==> src/rtl/key_debouncer_pkg.sv <==
// Shared types and defaults for the push-button debouncer.
// Holds the per-channel FSM state encoding, the default timing constants
// and the width helpers used to size the prescaler and the tick counter.
package KeyDebounce_Pkg;

  // Per-channel debounce states; the two *_WAIT states hold a candidate level.
  typedef enum logic [1:0] {
    ST_RELEASED     = 2'd0,
    ST_PRESS_WAIT   = 2'd1,
    ST_PRESSED      = 2'd2,
    ST_RELEASE_WAIT = 2'd3
  } KeyDbState_t;

  // 1 ms sample tick at a 15 MHz I/O clock.
  localparam int KD_TICK_DIV       = 15000;
  // A new level must survive this many ticks before it is accepted.
  localparam int KD_DEBOUNCE_TICKS = 10;

  // Width of the per-channel tick counter; acceptance happens at
  // DEBOUNCE_TICKS-1, so the counter can never wrap.
  function automatic int kdCountWidth(input int ticks);
    int w;
    if (ticks < 1) begin
      w = 1;
    end else begin
      w = $clog2(ticks + 1);
    end
    return w;
  endfunction

  // Width of the shared prescaler counting 0..div-1.
  function automatic int kdPrescaleWidth(input int div);
    int w;
    if (div < 2) begin
      w = 1;
    end else begin
      w = $clog2(div);
    end
    return w;
  endfunction

endpackage

==> src/rtl/key_debouncer_if.sv <==
// Key bus between the board-pin side and the key & display side.
// The debouncer is the slave: it takes the raw pins and enable, and
// returns the clean levels plus the single-cycle press/release pulses.
interface key_debouncer_if #(
  parameter int NUM_KEYS = 4
);

  logic                Enable;
  logic [NUM_KEYS-1:0] KeysRaw;
  logic [NUM_KEYS-1:0] KeysClean;
  logic [NUM_KEYS-1:0] PressPulse;
  logic [NUM_KEYS-1:0] ReleasePulse;

  modport master (
    output Enable,
    output KeysRaw,
    input  KeysClean,
    input  PressPulse,
    input  ReleasePulse
  );

  modport slave (
    input  Enable,
    input  KeysRaw,
    output KeysClean,
    output PressPulse,
    output ReleasePulse
  );

endinterface

==> src/rtl/key_debouncer_channel.sv <==
// One debounce channel: FSM, tick counter and registered outputs.
// Sync is the already-synchronised pin (0 = pressed). A new level is accepted
// only after it has been seen on DEBOUNCE_TICKS consecutive sample ticks;
// any revert, even on the final tick, drops back without a pulse.
module key_debounce_channel
  import KeyDebounce_Pkg::*;
#(
  parameter int DEBOUNCE_TICKS = KD_DEBOUNCE_TICKS
) (
  input  logic Clock,
  input  logic Reset,
  input  logic Enable,
  input  logic Tick,
  input  logic Sync,
  output logic KeysClean,
  output logic PressPulse,
  output logic ReleasePulse
);

  localparam int CNT_W = kdCountWidth(DEBOUNCE_TICKS);
  localparam logic [CNT_W-1:0] CNT_LAST = CNT_W'(DEBOUNCE_TICKS - 1);
  localparam logic [CNT_W-1:0] CNT_ONE  = CNT_W'(1);

  KeyDbState_t      state_r;
  KeyDbState_t      stateNext_s;
  logic [CNT_W-1:0] count_r;
  logic [CNT_W-1:0] countNext_s;
  logic             clean_r;
  logic             cleanNext_s;
  logic             press_r;
  logic             pressNext_s;
  logic             release_r;
  logic             releaseNext_s;

  // State, counter and output registers; reset aborts any debounce silently.
  always_ff @(posedge Clock) begin
    if (!Reset) begin
      state_r   <= ST_RELEASED;
      count_r   <= '0;
      clean_r   <= 1'b1;
      press_r   <= 1'b0;
      release_r <= 1'b0;
    end else begin
      state_r   <= stateNext_s;
      count_r   <= countNext_s;
      clean_r   <= cleanNext_s;
      press_r   <= pressNext_s;
      release_r <= releaseNext_s;
    end
  end

  // Next-state, counter and next output values; a revert beats the final tick.
  always_comb begin
    stateNext_s   = state_r;
    countNext_s   = count_r;
    cleanNext_s   = clean_r;
    pressNext_s   = 1'b0;
    releaseNext_s = 1'b0;

    if (!Enable) begin
      // Disabled: everything reads as released, no pulse even for a held key.
      stateNext_s = ST_RELEASED;
      countNext_s = '0;
      cleanNext_s = 1'b1;
    end else begin
      case (state_r)
        ST_RELEASED: begin
          cleanNext_s = 1'b1;
          if (!Sync) begin
            stateNext_s = ST_PRESS_WAIT;
            countNext_s = '0;
          end else begin
            stateNext_s = ST_RELEASED;
          end
        end

        ST_PRESS_WAIT: begin
          cleanNext_s = 1'b1;
          if (Sync) begin
            stateNext_s = ST_RELEASED;
            countNext_s = '0;
          end else if (Tick) begin
            if (count_r == CNT_LAST) begin
              stateNext_s = ST_PRESSED;
              countNext_s = '0;
              cleanNext_s = 1'b0;
              pressNext_s = 1'b1;
            end else begin
              countNext_s = count_r + CNT_ONE;
            end
          end else begin
            stateNext_s = ST_PRESS_WAIT;
          end
        end

        ST_PRESSED: begin
          cleanNext_s = 1'b0;
          if (Sync) begin
            stateNext_s = ST_RELEASE_WAIT;
            countNext_s = '0;
          end else begin
            stateNext_s = ST_PRESSED;
          end
        end

        ST_RELEASE_WAIT: begin
          cleanNext_s = 1'b0;
          if (!Sync) begin
            stateNext_s = ST_PRESSED;
            countNext_s = '0;
          end else if (Tick) begin
            if (count_r == CNT_LAST) begin
              stateNext_s   = ST_RELEASED;
              countNext_s   = '0;
              cleanNext_s   = 1'b1;
              releaseNext_s = 1'b1;
            end else begin
              countNext_s = count_r + CNT_ONE;
            end
          end else begin
            stateNext_s = ST_RELEASE_WAIT;
          end
        end

        default: begin
          stateNext_s = ST_RELEASED;
          countNext_s = '0;
          cleanNext_s = 1'b1;
        end
      endcase
    end
  end

  assign KeysClean    = clean_r;
  assign PressPulse   = press_r;
  assign ReleasePulse = release_r;

endmodule

==> src/rtl/key_debouncer.sv <==
// Push-button debouncer for the I/O clock domain.
// Two-flop synchronisers per pin, one shared free-running sample prescaler,
// and one debounce channel per key feeding the key & display unit.
module key_debouncer
  import KeyDebounce_Pkg::*;
#(
  parameter int NUM_KEYS       = 4,
  parameter int TICK_DIV       = KD_TICK_DIV,
  parameter int DEBOUNCE_TICKS = KD_DEBOUNCE_TICKS
) (
  input  logic           Clock,
  input  logic           Reset,
  key_debouncer_if.slave keyIf
);

  localparam int PRE_W = kdPrescaleWidth(TICK_DIV);
  localparam logic [PRE_W-1:0] PRE_LAST = PRE_W'(TICK_DIV - 1);
  localparam logic [PRE_W-1:0] PRE_ONE  = PRE_W'(1);

  logic [NUM_KEYS-1:0] syncStage1_r;
  logic [NUM_KEYS-1:0] syncStage2_r;
  logic [PRE_W-1:0]    prescale_r;
  logic                tick_s;
  logic [NUM_KEYS-1:0] cleanBits_s;
  logic [NUM_KEYS-1:0] pressBits_s;
  logic [NUM_KEYS-1:0] releaseBits_s;

  // Two-stage synchroniser for the asynchronous pins; idles at released (1).
  always_ff @(posedge Clock) begin
    if (!Reset) begin
      syncStage1_r <= '1;
      syncStage2_r <= '1;
    end else begin
      syncStage1_r <= keyIf.KeysRaw;
      syncStage2_r <= syncStage1_r;
    end
  end

  // Shared sample prescaler; parked at 0 while the block is disabled.
  always_ff @(posedge Clock) begin
    if (!Reset) begin
      prescale_r <= '0;
    end else if (!keyIf.Enable) begin
      prescale_r <= '0;
    end else if (prescale_r == PRE_LAST) begin
      prescale_r <= '0;
    end else begin
      prescale_r <= prescale_r + PRE_ONE;
    end
  end

  assign tick_s = (prescale_r == PRE_LAST);

  for (genvar k = 0; k < NUM_KEYS; k++) begin : gChannel
    key_debounce_channel #(
      .DEBOUNCE_TICKS (DEBOUNCE_TICKS)
    ) uChannel (
      .Clock        (Clock),
      .Reset        (Reset),
      .Enable       (keyIf.Enable),
      .Tick         (tick_s),
      .Sync         (syncStage2_r[k]),
      .KeysClean    (cleanBits_s[k]),
      .PressPulse   (pressBits_s[k]),
      .ReleasePulse (releaseBits_s[k])
    );
  end

  assign keyIf.KeysClean    = cleanBits_s;
  assign keyIf.PressPulse   = pressBits_s;
  assign keyIf.ReleasePulse = releaseBits_s;

endmodule

==> src/flat_wrapper.sv <==
// flat-port wrapper written by rule: the top's interface ports become plain ports
module key_debouncer_flat import KeyDebounce_Pkg::*;
#(
  parameter int NUM_KEYS       = 4,
  parameter int TICK_DIV       = KD_TICK_DIV,
  parameter int DEBOUNCE_TICKS = KD_DEBOUNCE_TICKS
)
  (Clock, Reset, keyIf_Enable, keyIf_KeysRaw, keyIf_KeysClean, keyIf_PressPulse, keyIf_ReleasePulse);
  key_debouncer_if #(.NUM_KEYS(NUM_KEYS)) keyIf_i ();
  input  logic Clock;
  input  logic Reset;
  input wire logic [$bits(keyIf_i.Enable)-1:0] keyIf_Enable;
  input wire logic [$bits(keyIf_i.KeysRaw)-1:0] keyIf_KeysRaw;
  output wire logic [$bits(keyIf_i.KeysClean)-1:0] keyIf_KeysClean;
  output wire logic [$bits(keyIf_i.PressPulse)-1:0] keyIf_PressPulse;
  output wire logic [$bits(keyIf_i.ReleasePulse)-1:0] keyIf_ReleasePulse;
  assign keyIf_i.Enable = keyIf_Enable;
  assign keyIf_i.KeysRaw = keyIf_KeysRaw;
  assign keyIf_KeysClean = keyIf_i.KeysClean;
  assign keyIf_PressPulse = keyIf_i.PressPulse;
  assign keyIf_ReleasePulse = keyIf_i.ReleasePulse;
  key_debouncer #(.NUM_KEYS(NUM_KEYS), .TICK_DIV(TICK_DIV), .DEBOUNCE_TICKS(DEBOUNCE_TICKS)) u_core (.Clock(Clock), .Reset(Reset), .keyIf(keyIf_i));
endmodule
==> config.mk <==
export PLATFORM = sky130hd
export DESIGN_NAME = key_debouncer_flat
export DESIGN_NICKNAME = d
export VERILOG_FILES = /design/src/rtl/key_debouncer_pkg.sv /design/src/rtl/key_debouncer_if.sv /design/src/rtl/key_debouncer_channel.sv /design/src/rtl/key_debouncer.sv /design/src/flat_wrapper.sv
export SDC_FILE = /design/constraint.sdc
export NUM_CORES = 1
export LEC_CHECK = 0
export ABC_AREA = 1
export CAP_MARGIN = 20
export CORE_ASPECT_RATIO = 1.1
export CORE_UTILIZATION = 40
export CTS_CLUSTER_DIAMETER = 200
export DETAILED_ROUTE_END_ITERATION = 12
export DONT_BUFFER_PORTS = 1
export GPL_TIMING_DRIVEN = 0
export PLACE_DENSITY = 0.66
export SYNTH_ARGS = -nofsm -noshare
export SYNTH_HDL_FRONTEND = slang
export SYNTH_SLANG_ARGS = --single-unit
==> constraint.sdc <==
create_clock -name Clock -period 1.9 [get_ports Clock]
set_clock_uncertainty 0.2 [all_clocks]
set_input_delay 0.19 -clock Clock [delete_from_list [all_inputs] [get_ports Clock]]
set_output_delay 0.19 -clock Clock [all_outputs]
set_load 0.03 [all_outputs]
## Yosys cells after proc, flatten, opt, wreduce, memory -nomap -nowiden

Cells that the tools add are included.

- Register bits after elaboration: 58
- Bits in latches: 0
- Memory bits (writable): 0
- ROM bits: 0
- Input bits: 7
- Output and inout port bits: 12
- Memories kept: 0

- Add/subtract/negate cells: 5
- Multipliers: 0
- Div/mod/pow operators: 0
- $lt $le $gt $ge: 0
- Equality and inequality tests: 33
- Shifts and indexed selects: 0
- Mux-type cells: 92
- Bitwise logic cells: 6
- Reduce and logical (&&, ||, !) cells: 22

Operator list:

| cell | number |
|---|---|
| 4-bit 2-to-1 mux | 24 |
| 4-bit case mux with 4 select lines | 4 |
| 2-bit 2-to-1 mux | 24 |
| 1-bit 2-to-1 mux | 32 |
| 2-bit case mux with 4 select lines | 4 |
| 2-bit AND reduction | 9 |
| 4-bit by 1-bit adder with 4-bit output (second input constant) | 4 |
| 2-bit == test (second input constant) | 8 |
| 4-bit == test (second input constant) | 4 |
| 4-bit by 3-bit inequality test with 1-bit output (second input constant) | 4 |
| 4-bit inequality test (second input constant) | 4 |
| 1-bit case mux with 4 select lines | 4 |
| 4-bit OR reduction | 4 |
| 14-bit by 1-bit adder with 14-bit output (second input constant) | 1 |
| 14-bit == test (second input constant) | 1 |
| 3-bit AND reduction | 4 |
| 2-bit by 1-bit == test with 1-bit output (second input constant) | 4 |
| 2-bit logical NOT | 4 |
| 2-bit by 1-bit inequality test with 1-bit output (second input constant) | 4 |
| 2-bit inequality test (second input constant) | 4 |
| 1-bit NOT | 6 |
| 3-bit OR reduction | 1 |

## Logic depth before layout (Yosys ltp)

Gate-level depths: netlist (run 1).

- Depth in word-level cells: 5
- Depth in mapped cells: 11
- Mapped depth without buffers: 11

## Hierarchy

Synthesis (run 1) repeated with hierarchy kept, for this count alone.

- Cells, all modules: 394
- Area, all modules: 2720.1 sq um

Modules (own cells, without submodules):

| module | times used | cells each | area an instance (sq um) | seq. area each (sq um) |
|---|---|---|---|---|
| key_debounce_channel at u_core.gChannel[0].uChannel ... | 3 | 62 | 425.4 | 180.2 |
| key_debouncer | 1 | 137 | 965.9 | 440.4 |
| key_debounce_channel at u_core.gChannel[2].uChannel | 1 | 71 | 478.0 | 180.2 |

## Worst setup path after synthesis (run 1)

OpenSTA, ideal clock, no wires.

- Kind: register -> register
- Start point: reg u_core.prescale_r[0]
- End point: reg u_core.gChannel[2].uChannel.count_r[1]
- Library setup time: 0.128 ns
- Arrival time: 1.307 ns
- Required time: 1.572 ns
- Slack: 0.265 ns
- Cell stages (with the launch flop): 12
- Period minus slack after synthesis: 1.635 ns
- Cells stage by stage: dfxtp_1 -> ha_1 -> nand2_2 -> inv_2 -> nand3_2 -> nor2_2 -> buf_6 -> nand2_1 -> nand2_2 -> nor2_1 -> nor2_1 -> nor2_1

- Longest elaborated chain between the ends: 4
- Elaborated cells between the ends (all ways): 5
- Those cells by class: eq/ne: 1; mux: 4

Ends and longest elaborated chain:

| item | RTL line | source |
|---|---|---|
| from (decl) | key_debouncer.sv:22 | `logic [PRE_W-1:0] prescale_r;` |
| from (signal assigned) | key_debouncer.sv:48 | `prescale_r <= prescale_r + PRE_ONE;` |
| 14-bit == test * | key_debouncer.sv:52 | `assign tick_s = (prescale_r == PRE_LAST);` |
| 4-bit 2-to-1 mux * | n/a |  |
| 4-bit 2-to-1 mux, on equally long branches | n/a |  |
| 4-bit case mux with 4 select lines * | n/a |  |
| to (signal assigned) | key_debouncer_channel.sv:45 | `count_r <= countNext_s;` |
| to (decl) | key_debouncer_channel.sv:26 | `logic [CNT_W-1:0] count_r;` |

Mark *: on every way between the ends. The rest lies on a longest branch, timed or not.
A chain may end at the register's enable or synchronous reset.

## Final worst setup path (run 1)

- Start point: in Reset
- End point: reg u_core.gChannel[3].uChannel.count_r[1]

- Longest elaborated chain between the ends: 1

Ends and longest elaborated chain:

| item | RTL line | source |
|---|---|---|
| from (decl) | flat_wrapper.sv:11 | `input logic Reset;` |
| 2-bit AND reduction (no line) | n/a |  |
| to (signal assigned) | key_debouncer_channel.sv:45 |  |
| to (decl) | key_debouncer_channel.sv:26 |  |

No other way between the ends.

==> results of run 1 <==
-- synthesized netlist by cell type, drive strengths merged --
master and instances:
nand2 95, nor3 11, buf 17, o21ai 11, nor4 1, clkinv 2, ha 9, dfxtp 58
inv 74, nand3 33, clkbuf 1, o21bai 1, xnor2 2, nor2 62, a21oi 21, o211ai 1
or2 1, nand4 3, and2 1, o21a 1, xor2 7
-- stage by stage --
step / hold WS (ps) / utilization, % / cell area [um^2]
after detailed placement: 82.6 / 42.9 / 3010
after global placement: 77.7 / 42.9 / 3010
final: 199 / 48.6 / 3410
after floorplan: 74.8 / - / 2900
after CTS: 205 / 48.1 / 3370
after global routing: 233 / 48.6 / 3410
-- kinds of logic after synthesis --
kind of cell	count (synthesis)	synth area share, %
XOR/XNOR	9	2.72
adder cells (fa/ha/maj)	9	3.88
AND/OR/NAND/NOR	207	32.6
flip-flops	58	40.1
AO/OA/AOI/OAI	35	6.30
buffers and inverters	94	14.5
-- worst paths after layout --
check	endpoint	start	slack, ps	cells after the start
worst max-delay path	u_core.gChannel[3].uChannel.count_r[1]	Reset	110	6
worst min-delay path	u_core.syncStage2_r[2]	u_core.syncStage1_r[2]	200	2
worst max register to register	u_core.gChannel[2].uChannel.count_r[1]	u_core.prescale_r[1]	150	11
worst min register to register	u_core.syncStage2_r[2]	u_core.syncStage1_r[2]	200	2
-- flip-flops by register name, summed over array words and instances, names as in the netlist --
register                               count
u_core.gChannel.uChannel.state_r           8
u_core.gChannel.uChannel.ReleasePulse      4
u_core.gChannel.uChannel.PressPulse        4
u_core.syncStage1_r                        4
u_core.prescale_r                         14
u_core.gChannel.uChannel.KeysClean         4
u_core.gChannel.uChannel.count_r          16
u_core.syncStage2_r                        4
-- area by class of cell --
| cell class | count | area (um^2) | share of cell area, % |
|---|---|---|---|
| multi-input cells | 260 | 1330 | 39.1 |
| flip-flops and latches | 58 | 1160 | 34.1 |
| inverters | 76 | 285 | 8.37 |
| clock buffers | 11 | 141 | 4.15 |
| plain buffers | 18 | 138 | 4.04 |
| clock inverters | 5 | 125 | 3.67 |
| repair buffers | 12 | 115 | 3.38 |
| well taps | 85 | 106 | 3.12 |
-- timing repair --
| action | 4_1_cts | 5_1_grt |
|---|---|---|
| setup endpoints to repair | 0 | 27 |
| hold buffers | 10 | 0 |
| resized for setup | 0 | 6 |
| endpoints found under the hold margin | 11 | 0 |
| buffers inserted | 0 | 2 |
-- where the power goes --
part           total, mW  switching, mW  internal, mW  leakage, nW
registers           1.24        0.00759          1.23        0.470
clock network       1.52          0.486          1.04        0.134
logic             0.0741         0.0436        0.0305        0.923
total               2.83          0.538          2.30         1.53
-- metal layers --
layer	global-route usage [%]	vias up
met1	16.4	1056
met3	4.91	11
met5	0	-
li1	-	1299
met4	8.19	0
met2	25.8	29
-- tightest hold or removal path, stage by stage (launching register included) --
cell and delay [ps]:
dfxtp_1 300, inv_1 30, nand2_1 40
==> out/metrics.yaml, run 1 <==
fin_setup_tns_ps: 0
cap_violations: 0
portBuffers: 0
die_w_um: 83.2
tightestPinTransition_ps: 478
syn_nets: 428
endpoint_kind: "flip-flop"
gp_congestion: 0.807
wl_met2_mm: 2.61
die-area_um2: 7590
grt_max_degree: 11
final_common_cell: "nand2_1"
timing.slew.headroom_pct: 68.1
status: "completed"
rows: 32
fin_crit_ps: 1790
rsz0062_at_grt: "false"
vias: 2395
finalSetupViolations: 0
crit_type: "input port to flip-flop"
clock-sinks: 58
cts_root_buf: "clkbuf_8"
worst_slack_ps: 115
wl_met3_um: 196
grt-ovfl-total: 0
cts_max_level: 3
drt_wl_total_mm: 5.41
syn_area_per_cell_um2: 7.04
leakage_nw: 1.53
start_util_pct: 41.4
insertion_delay_ps: 340
synth_area_leader_cell: "dfxtp_1"
crit_top_cell: "buf_2"
synthToLayoutAreaGrowth_pct: 17.5
vdd_drop_max_uv: 429
cts_max_path_buffers: 2
die_y_um: 91.3
wire_per_inst_um: 10.3
routedLengthMet1_mm: 2.43
finalCritPeriodShare_pct: 94.0
yosys-top-cells-area: "dfxtp_1 40%, nand2_1 12%, inv_1 8.5%, nor2_1 7.3%, nand3_1 4.8%"
synthesis.area_um2: 2900
grt_pass1_vias: 2168
worstPathArrival_ps: 1780
slowest_stage: "dlygate4sd3_1"
synthDistinctLibCells: 32
critical-path-top-delay-family: "buffers and inverters"
first_pass_iters: 4
cts_tree: "yes"
final_cell_mix: "90 x nand2_1, 66 x inv_1, 57 x dfxtp_1"
dp_cells: 497
avgViaCountPerCell: 4.56
cts-buffers-inserted: 9
core-area_um2: 7010
drtIter0Drc: 76
highest_layer: "met4"
yosys.area.top_type_share_pct: 40.1
critPathLaunchType: "input port"
ant_nets: 0
drc_errors: 0
path_clk_slew_ps: 70
crit_fanout: 10
post-dp-hpwl_mm: 3.75
yosysSeqAreaShare_pct: 40.1
timing.fmax_mhz: 560
io_pins: 19
dp_slack_ps: 55.1
antenna_cells: 0
min_path_type: "flip-flop to flip-flop"
finalNonFillerCells: 525
finalPower_mw: 2.83
path_buf_inv: 4
synthCells: 412
yosysWarnings: 0
maxSlewViolCount: 0
fin_nets: 451
antenna_found_initial: 0
cpPeakStageDelay_ps: 530
path_cells: "dlygate4sd3_1 -> buf_2 -> nand2_1 -> buf_2 -> clkbuf_1 -> a21oi_1"
nFillCells: 672
p_per_area_nw_per_um2: 832
ys_ff_latch: 58
cp.required_ps: 1900
grt_first_pass_wirelength_mm: 9.11
finalHoldViolCount: 0
track_usage_pct: 15.1
drive_above_1_share_pct: 14.8
Power figures use the tool's default switching activity.
==> run 2: changes to the inputs <==
ABC_AREA = default   (was 1)
==> run 2 against run 1 <==
Effect of this change: the run now ends with negative setup slack left; core utilization rose by 5.9 points; critical endpoint is now u_core.gChannel[0].uChannel.count_r[1]; critical path type is now flip-flop to flip-flop; clock power fell by 35%; via count fell by 7.2%; first-iteration DRC count rose by 78%; combinational power rose by 6.7%; register-to-register slack got worse by 600 ps; sequential share of layout area fell by 0.19 points; die area fell by 8.3%; clock-buffer cell count fell by 1; routed wire length rose by 9.9%.
==> out/metrics.yaml, run 2 <==
syn_nets: 312  # -27%
die_y_um: 87.4  # -4.2%
ant_nets: 0  # unchanged
synthMuxAreaShare_pct: 0.754  # +0.75 points
start_util_pct: 42.1  # +0.71 points
drt_wl_total_mm: 5.95  # +9.9%
first_pass_iters: 4  # unchanged
drc_errors: 0  # unchanged
core-area_um2: 6310  # -10%
synth_area_leader_cell: "dfxtp_1"
nFillCells: 564  # -16%
path_buf_inv: 1  # -3
portBuffers: 0  # unchanged
top_regs: "u_core.gChannel.uChannel.count_r (16), u_core.prescale_r (14), u_core.gChannel.uChannel.state_r (8)"
rows: 30  # -6.3%
endpoint_kind: "flip-flop"
cts_root_buf: "clkbuf_8"
grt-ovfl-total: 0  # unchanged
timing.slew.headroom_pct: 60.3  # -7.8 points
finalPower_mw: 2.31  # -18%
io_pins: 19  # unchanged
grt_pass1_vias: 2078  # -4.2%
die-area_um2: 6960  # -8.3%
rsz0062_at_grt: "true"
insertion_delay_ps: 340  # about the same
yosysWarnings: 0  # unchanged
synthXorXnorAreaFrac_pct: 5.94  # +3.2 points
regMostFlops: "u_core.gChannel.uChannel.count_r"
worstHoldPathCells: 1  # -1
grt_max_degree: 11  # unchanged
synth_edf_count: 0  # unchanged
worst_slack_ps: -449  # -564 ps
cts_max_level: 3  # unchanged
synth_flop_cell: "dfxtp_1"
yosysSeqAreaShare_pct: 43.8  # +3.7 points
finalNonFillerCells: 417  # -21%
vdd_drop_max_uv: 343  # -20%
rr_endpoint: "u_core.gChannel[0].uChannel.count_r[1]"
whs_ps: 201  # +2.30 ps
synth.cells.most_frequent: "58 x dfxtp_1, 26 x nor2_1, 24 x nand2_1"
maxSlewViolCount: 0  # unchanged
synthAdderAreaFrac_pct: 4.24  # +0.36 points
p_per_area_nw_per_um2: 672  # -19%
worstPathArrival_ps: 2410  # +630 ps
tightestPinTransition_ps: 594  # +115 ps
fin_crit_ps: 2350  # +564 ps
crit_top_cell: "or4_4"
yosys.area.top_type_share_pct: 43.8  # +3.7 points
finalHoldViolCount: 0  # unchanged
leakage_nw: 1.24  # -19%
critPathLaunchType: "flip-flop"
synth-compound-area-share_pct: 12.1  # +5.8 points
syn_area_per_cell_um2: 8.97  # +27%
largest_register_ffs: 16  # unchanged
final_common_cell: "dfxtp_1"
clock-sinks: 58  # unchanged
final_cell_mix: "53 x dfxtp_1, 25 x nor2_1, 22 x nand2_1"
antenna_found_initial: 0  # unchanged
path_clk_slew_ps: 70  # about the same
cpPeakStageDelay_ps: 530  # about the same
grt_first_pass_wirelength_mm: 10.1  # +11%
status: "finished, violations left"
min_path_type: "flip-flop to flip-flop"
synthesis.area_um2: 2650  # -8.5%
die_w_um: 79.7  # -4.2%
violations: "negative setup slack"
min_to: "u_core.syncStage2_r[3]"
cap_violations: 0  # unchanged
drtIter0Drc: 135  # +78%
finalCritPeriodShare_pct: 124  # +30 points
async_flop_share_pct: 0  # unchanged
critical-path-top-delay-family: "simple AND/OR/NAND/NOR gates"
fin_nets: 348  # -23%
post-synth-top-count-cell: "dfxtp_1"
ff2ff_setup_slack_ps: -450  # -600 ps
yosys-top-cells-area: "dfxtp_1 44%, xnor2_1 4.3%, ha_1 4.2%, nor2_1 3.7%, buf_4 3.4%"
synthToLayoutAreaGrowth_pct: 29.7
min_from: "u_core.syncStage1_r[3]"
antenna_cells: 0  # unchanged
cts_max_path_buffers: 2  # unchanged
gp_congestion: 0.821  # +1.7%
crit_fanout: 4  # -6
dp_cells: 376  # -24%
drive_above_1_share_pct: 26.1  # +11 points
reg2regPathDepth: 5  # -6
cts-buffers-inserted: 9  # unchanged
ys_ff_latch: 58  # unchanged
avgViaCountPerCell: 5.33  # +17%
timing.fmax_mhz: 426  # -24%
crit_type: "flip-flop to flip-flop"
wire_per_inst_um: 14.3  # +38%
synthCells: 296  # -28%
post-dp-hpwl_mm: 3.52  # -6.2%
finalSetupViolations: 49  # +49
critical_path.reg2reg.startpoint: "u_core.prescale_r[6]"
synthDistinctLibCells: 43  # +34%
slowest_stage: "or4b_4"
cts_tree: "yes"
synth_top_family_by_area: "simple AND/OR/NAND/NOR gates"
synthSimpleGateAreaFrac_pct: 27.2  # -5.4 points
path_cells: "or4b_4 -> or4_4 -> buf_8 -> or4_4 -> a21oi_1"
track_usage_pct: 18.9  # +3.8 points
vias: 2222  # -7.2%
cp.required_ps: 1960  # +60 ps
## run 2: routing by layer
layer	track usage (%)	routed length [um]	vias up
met3	4.61	213	13
met4	8.60	115	0
met1	22.9	2710	1047
met2	31.4	2910	42
met5	0	0	-
li1	-	-	1120
## run 2: report_power, final
group,internal [mW],switching [mW]
registers,1.23,0.0123
logic,0.0331,0.0460
clock network,0.496,0.496
total,1.76,0.555
## run 2: kinds of logic (layout without fill, tap and decap cells)
group,Yosys count,count (layout)
flip-flops,58,58
multiplexers,2,2
AND/OR/NAND/NOR,130,130
AO/OA/AOI/OAI,50,50
buffers and inverters,29,70
adder cells (fa/ha/maj),9,9
XOR/XNOR,18,18
## run 2: cell type report
class	instances	area, um^2	share of cell area [%]
inverters	8	30.0	0.873
clock inverters	6	32.5	0.945
flip-flops and latches	58	1170	33.9
clock buffers	10	138	4.00
plain buffers	21	160	4.65
well taps	80	100	2.91
repair buffers	25	253	7.35
multi-input cells	209	1560	45.3
## run 2: stage by stage
step | setup slack (ps) | utilization (%) | setup TNS, ps | instance area (um^2)
final | -449 | 54.6 | -11840 | 3440
after global routing | -488 | 54.6 | -15010 | 3440
after CTS | -421 | 51.8 | -10460 | 3270
after detailed placement | -1110 | 43.9 | -28350 | 2770
after global placement | -1060 | 43.9 | -27680 | 2770
after floorplan | -394 | - | -9490 | 2670
## run 2: worst max-delay path by stage
| stage | start | endpoint | slack [ps] | cells after the start |
|---|---|---|---|---|
| final | u_core.prescale_r[6] | u_core.gChannel[0].uChannel.count_r[1] | -450 | 5 |
| after global routing | u_core.prescale_r[6] | u_core.gChannel[0].uChannel.count_r[1] | -490 | 5 |
| after global placement | u_core.prescale_r[4] | u_core.gChannel[3].uChannel.PressPulse | -1060 | 4 |
| after detailed placement | u_core.prescale_r[4] | u_core.gChannel[3].uChannel.PressPulse | -1110 | 4 |
| after floorplan | u_core.prescale_r[6] | u_core.gChannel[0].uChannel.count_r[1] | -390 | 5 |
| after CTS | u_core.prescale_r[6] | u_core.gChannel[0].uChannel.count_r[1] | -420 | 5 |
## run 2: what timing repair did
item,CTS,global route
pin swaps,11,11
endpoints found under the setup margin,49,49
hold buffers,6,0
endpoints found under the hold margin,10,0
cloned,2,1
gates resized for setup,41,28
buffers inserted,11,5
